--- config.mk ---
export PLATFORM = sky130hd
export DESIGN_NAME = uart_tx_serializer
export DESIGN_NICKNAME = d
export VERILOG_FILES = /design/src/rtl/uart_pkg.sv /design/src/rtl/uart_tx_serializer.sv
export SDC_FILE = /design/constraint.sdc
export NUM_CORES = 1
export LEC_CHECK = 0
export BUFFER_PORTS_ARGS = -buffer_cell sky130_fd_sc_hd__buf_4
export CAP_MARGIN = 10
export CORE_MARGIN = 2
export CORE_UTILIZATION = 51
export DETAILED_ROUTE_END_ITERATION = 12
export GPL_TIMING_DRIVEN = 0
export HOLD_SLACK_MARGIN = 0.05
export PLACE_DENSITY_LB_ADDON = 0.05
export SLEW_MARGIN = 30
export SYNTH_ARGS = -nofsm -noshare
export SYNTH_HDL_FRONTEND = slang
export SYNTH_SLANG_ARGS = --single-unit
--- constraint.sdc ---
create_clock -name clk -period 2 [get_ports clk]
set_clock_uncertainty 0.2 [all_clocks]
set_input_delay 0.2 -clock clk [delete_from_list [all_inputs] [get_ports clk]]
set_output_delay 0.2 -clock clk [all_outputs]
set_load 0.02 [all_outputs]
--- src/rtl/uart_pkg.sv ---
// Shared types and helpers for the UART transmit path.
// Parity support is selected by the UART_TX_PARITY_EN macro.
package uart_pkg;

   typedef enum logic [2:0] {
      IDLE,
      ARMED,
      START,
      DATA,
      PARITY,
      STOP
   } uart_tx_state_t;

   localparam logic UART_IDLE_LEVEL = 1'b1;

`ifdef UART_TX_PARITY_EN
   localparam bit PARITY_EN = 1'b1;
`else
   localparam bit PARITY_EN = 1'b0;
`endif

   // Tick periods from the start bit to the end of the last stop bit.
   function automatic int frame_ticks(input int data_bits, input int stop_bits,
                                      input bit parity_en);
      return 1 + data_bits + (parity_en ? 1 : 0) + stop_bits;
   endfunction

endpackage

--- src/rtl/uart_tx_serializer.sv ---
// Tick-paced UART frame serializer: start, LSB-first data, optional even parity, stop bit(s).
// Defining UART_TX_PARITY_EN compiles in the PARITY state and parity bit.
module uart_tx_serializer
   import uart_pkg::*;
#(
   parameter int DATA_BITS = 8,
   parameter int STOP_BITS = 1
) (
   input  logic                 clk,
   input  logic                 rst_n,
   input  logic                 tick,
   input  logic [DATA_BITS-1:0] data,
   input  logic                 valid,
   output logic                 ready,
   output logic                 tx,
   output logic                 busy
);

   localparam int IDX_W = $clog2(DATA_BITS);
   localparam int CNT_W = $clog2(STOP_BITS + 1);
   localparam logic [IDX_W-1:0] IDX_LAST = IDX_W'(DATA_BITS - 1);
   localparam logic [CNT_W-1:0] CNT_LAST = CNT_W'(STOP_BITS - 1);

   uart_tx_state_t       state, state_nxt;
   logic [IDX_W-1:0]     idx, idx_nxt;
   logic [CNT_W-1:0]     cnt, cnt_nxt;
   logic                 tx_q, tx_nxt;
   logic [DATA_BITS-1:0] shreg;
   logic                 load, shift;
`ifdef UART_TX_PARITY_EN
   logic                 par_q;
`endif

   always_ff @(posedge clk or negedge rst_n) begin
      if (!rst_n) begin
         state <= IDLE;
         idx   <= '0;
         cnt   <= '0;
         tx_q  <= UART_IDLE_LEVEL;
      end else begin
         state <= state_nxt;
         idx   <= idx_nxt;
         cnt   <= cnt_nxt;
         tx_q  <= tx_nxt;
      end
   end

   // Payload registers carry no reset; they are always loaded before use.
   always_ff @(posedge clk) begin
      if (load) begin
         shreg <= data;
      end else if (shift) begin
         shreg <= shreg >> 1;
      end
   end

`ifdef UART_TX_PARITY_EN
   always_ff @(posedge clk) begin
      if (load) begin
         par_q <= ^data;
      end
   end
`endif

   always_comb begin
      state_nxt = state;
      idx_nxt   = idx;
      cnt_nxt   = cnt;
      tx_nxt    = tx_q;
      load      = 1'b0;
      shift     = 1'b0;
      unique case (state)
         IDLE: begin
            if (valid) begin
               state_nxt = ARMED;
               load      = 1'b1;
            end
         end
         ARMED: begin
            if (tick) begin
               state_nxt = START;
               tx_nxt    = 1'b0;
            end
         end
         START: begin
            if (tick) begin
               state_nxt = DATA;
               tx_nxt    = shreg[0];
               shift     = 1'b1;
               idx_nxt   = '0;
            end
         end
         DATA: begin
            if (tick) begin
               if (idx != IDX_LAST) begin
                  tx_nxt  = shreg[0];
                  shift   = 1'b1;
                  idx_nxt = idx + IDX_W'(1);
               end else begin
`ifdef UART_TX_PARITY_EN
                  state_nxt = PARITY;
                  tx_nxt    = par_q;
`else
                  state_nxt = STOP;
                  tx_nxt    = UART_IDLE_LEVEL;
                  cnt_nxt   = '0;
`endif
               end
            end
         end
`ifdef UART_TX_PARITY_EN
         PARITY: begin
            if (tick) begin
               state_nxt = STOP;
               tx_nxt    = UART_IDLE_LEVEL;
               cnt_nxt   = '0;
            end
         end
`endif
         STOP: begin
            if (tick) begin
               if (cnt != CNT_LAST) begin
                  cnt_nxt = cnt + CNT_W'(1);
               end else begin
                  state_nxt = IDLE;
               end
            end
         end
         default: state_nxt = IDLE;
      endcase
   end

   always_comb begin
      ready = (state == IDLE);
      busy  = (state != IDLE);
      tx    = tx_q;
   end

endmodule
==> out/metrics.csv <==
stage;metric;value;unit
yosys;largest cells by area after synthesis;edfxtp_1 (32%), dfrtp_1 (20%), mux2_2 (12%);
yosys;#FFs+latches synth;15;
worst_setup_path;CP peak stage delay;0.41;ns
placement;Detail Placement HPWL;893;um
worst_setup_path;Crit path arrival time;1.57;ns
detailed_routing;met1 WL;616;um
yosys;synthesized area per cell;13.1;sq um
pwr;VDD IR max;0.000612;V
pwr;Comb pwr share;0.346;
layout;fraction of layout cells with a size suffix above 1;0.412;
sta;setup violators final;0;
sta;crit path time final;1.79;ns
yosys;cell area after synthesis;746;sq um
sta;Achievable Freq;558;MHz
placement;placed cell area;870;sq um
placement;pre-CTS setup slack;0.0728;ns
yosys;prevailing post-synth register cell;edfxtp_1;
detailed_routing;ANT nets after route;0;
pwr;switch share;0.306;
sta;RSZ-0062 raised after global routing;false;
worst_setup_path;Worst Setup End Kind;flip-flop;
pwr;Power Density;1090;mW/mm^2
die;total core area;0.00133;sq mm
placement;gpl congestion;0.700;
die;Die Footprint;0.00178;sq mm
clock_network;TritonCTS sink count;15;
grt;pin count of the biggest net entering global routing;11;
worst_setup_path;CP max-delay cell;dfrtp_1;
detailed_routing;WL met3;51;um
layout;most common cell after layout, fill and taps aside;buf_4;
grt;remaining global-route overflow;0;
status;outcome;completed;
yosys;Synth Instances;57;
detailed_routing;Max Used Layer;met4;
detailed_routing;Vias;530;
layout;Final nets;100;
worst_setup_path;Startpoint Class;flip-flop;
placement;IO Port Bufs;14;
clock_network;H-tree lvl count;1;
detailed_routing;drt first pass iters;2;
pwr;Int Pwr;757;uW
clock_network;Clk Latency, worst-skew pair;0.29;ns
sta;post-route setup slack;0.207;ns
detailed_routing;Post-Route WL;1.33;mm
detailed_routing;DR WL/cell;13.3;um
yosys;Synth area leader;edfxtp_1;
detailed_routing;initial DRC count;5;
die;Die W;42.2;um
clock_network;clock slew seen by the registers of the worst setup and hold paths;0.10;ns
clock_network;postcts setup bufs;0;
yosys;share of Yosys cell area claimed by the top area cell type;0.322;
run;Max Cap Viol;0;
detailed_routing;drc violations;0;
layout;commonest non-fill, non-tap cells in the layout;buf_4 (14), dlygate4sd3_1 (10), mux2_2 (8), edfxtp_1 (8), dfrtp_1 (6);
detailed_routing;Via density;5.30;
pwr;Psw;334;uW
yosys;post-synthesis sequential area ratio;0.559;
yosys;count of cell types in the netlist;26;
die;starting density of the core;0.559;
pwr;Clock Power Share;0.164;
clock_network;clk buf depth;2;
yosys;syn nets;71;
detailed_routing;Met2 Wirelength;652;um
grt;vias in the first global route;535;
layout;P&R area growth vs syn;33.9;%
worst_setup_path;Crit Path Category;flip-flop to flip-flop;
hold_path;Worst Hold Class;input port to asynchronous set/reset pin;
worst_setup_path;cell mode on critical path;ha_1;
pwr;total power;1090;uW
worst_setup_path;critical path required time;1.78;ns
grt;gr usage total;0.179;
clock_network;cts bufs inserted;3;
sta;Tcrit/Tclk final;0.896;
die;Die Y;42.2;um
yosys;Post-synth ARST share;0.467;
sta;setup TNS;0;ns
layout;post-route design area;998;sq um
worst_setup_path;crit path cell chain;ha_1 -> ha_1 -> nand2_1 -> nand2_2 -> nand2b_2;
yosys;Post-synth EDFFs;8;
die;# IOs;15;
sta;final hold vios;0;
die;Rows;13;
layout;FILL cells;97;
sta;Max Slew Vio Count;0;
layout;post-layout util;0.749;
pwr;Reg power frac;0.490;
grt;initial antenna violation count;0;
clock_network;TritonCTS clock tree;yes;
clock_network;CTS Root Buffer Type;clkbuf_4;
layout;Antenna Cells;0;
grt;first-pass GRT wire length;2.42;mm
sta;Slew HR;0.739;
sta;Worst Tran Pin Value;0.391;ns
pwr;Lkg Pwr;0.000410;uW
worst_setup_path;crit-path max FO;8;
yosys;YS warnings;0;
## final cells by class
class | count | area (sq um) | area share
timing repair buffer | 24 | 205 | 0.206
clock buffer | 4 | 26.3 | 0.0263
sequential | 15 | 417 | 0.417
multi-input combinational | 39 | 312 | 0.312
inverter | 1 | 3.75 | 0.00376
buffer | 2 | 16.3 | 0.0163
tap | 15 | 18.8 | 0.0188
## layer usage
layer / global-route usage / up-vias
met3: 0.0259 / 2
met2: 0.292 / 14
met1: 0.246 / 248
met4: 0.0563 / 0
met5: 0 / -
li1: - / 266
## worst max-delay path: cells and delay by family, from the launching register on
family                   cells  cell delay, ns
flip-flops                   1            0.41
AND/OR/NAND/NOR              3            0.46
adder cells (fa/ha/maj)      2            0.43
## path summary, 6_finish.rpt
path / startpoint / to / slack [ns] / depth (start not counted)
setup / recovery: idx[0]$_DFFE_PN0P_ / shreg[0]$_DFFE_PP_ / 0.21 / 5
hold / removal: rst_n / idx[1]$_DFFE_PN0P_ / 0.06 / 2
setup reg to reg: idx[0]$_DFFE_PN0P_ / shreg[0]$_DFFE_PP_ / 0.21 / 5
hold reg to reg: tx$_DFFE_PN1P_ / tx$_DFFE_PN1P_ / 0.31 / 2
max in group asynchronous: rst_n / tx$_DFFE_PN1P_ / 1.33 / 2
min in group clk: valid / state[0]$_DFFE_PN0P_ / 0.12 / 4
## power by group through the flow
stage	sequential [uW]	clock, uW	combinational (uW)
after floorplan	537	0	261
after global placement	539	0	346
after detailed placement	544	0	361
after CTS	536	180	376
after global routing	550	195	418
final	534	179	377
## synthesized netlist by cell type, drive strengths merged, types with 2 or more instances
cell type	count
o21ai	3
nor3	3
nand4	2
mux2	8
ha	2
nand2b	3
nor2	3
dfrtp	6
nor2b	3
nand2	3
buf	2
a21bo	2
edfxtp	8
## flip-flops by register name, indices dropped and copies added, names as in the netlist
name	cells
idx	3
shreg	8
state	3
tx	1
## logic make-up (layout without fill, tap and decap cells)
logic type / after synthesis / in the layout / share of synthesized area
AND/OR/NAND/NOR: 19 / 19 / 0.168
flip-flops: 15 / 15 / 0.559
AO/OA/AOI/OAI: 10 / 10 / 0.0923
multiplexers: 8 / 8 / 0.121
buffers and inverters: 3 / 31 / 0.0268
adder cells (fa/ha/maj): 2 / 2 / 0.0336
## timing repair
item,in CTS,in global routing
endpoints found under the hold margin,16,0
hold buffers,10,0
setup endpoints to repair,0,8
resized for setup,0,1
## metrics by stage
step	cells	hold slack, ns
3_5_place_dp	86	-0.181
5_1_grt	100	0.0635
3_3_place_gp	86	-0.182
2_1_floorplan	57	-0.296
4_1_cts	100	0.0637
6_report	100	0.0584
No activity file was read; power rests on OpenSTA's default activity.
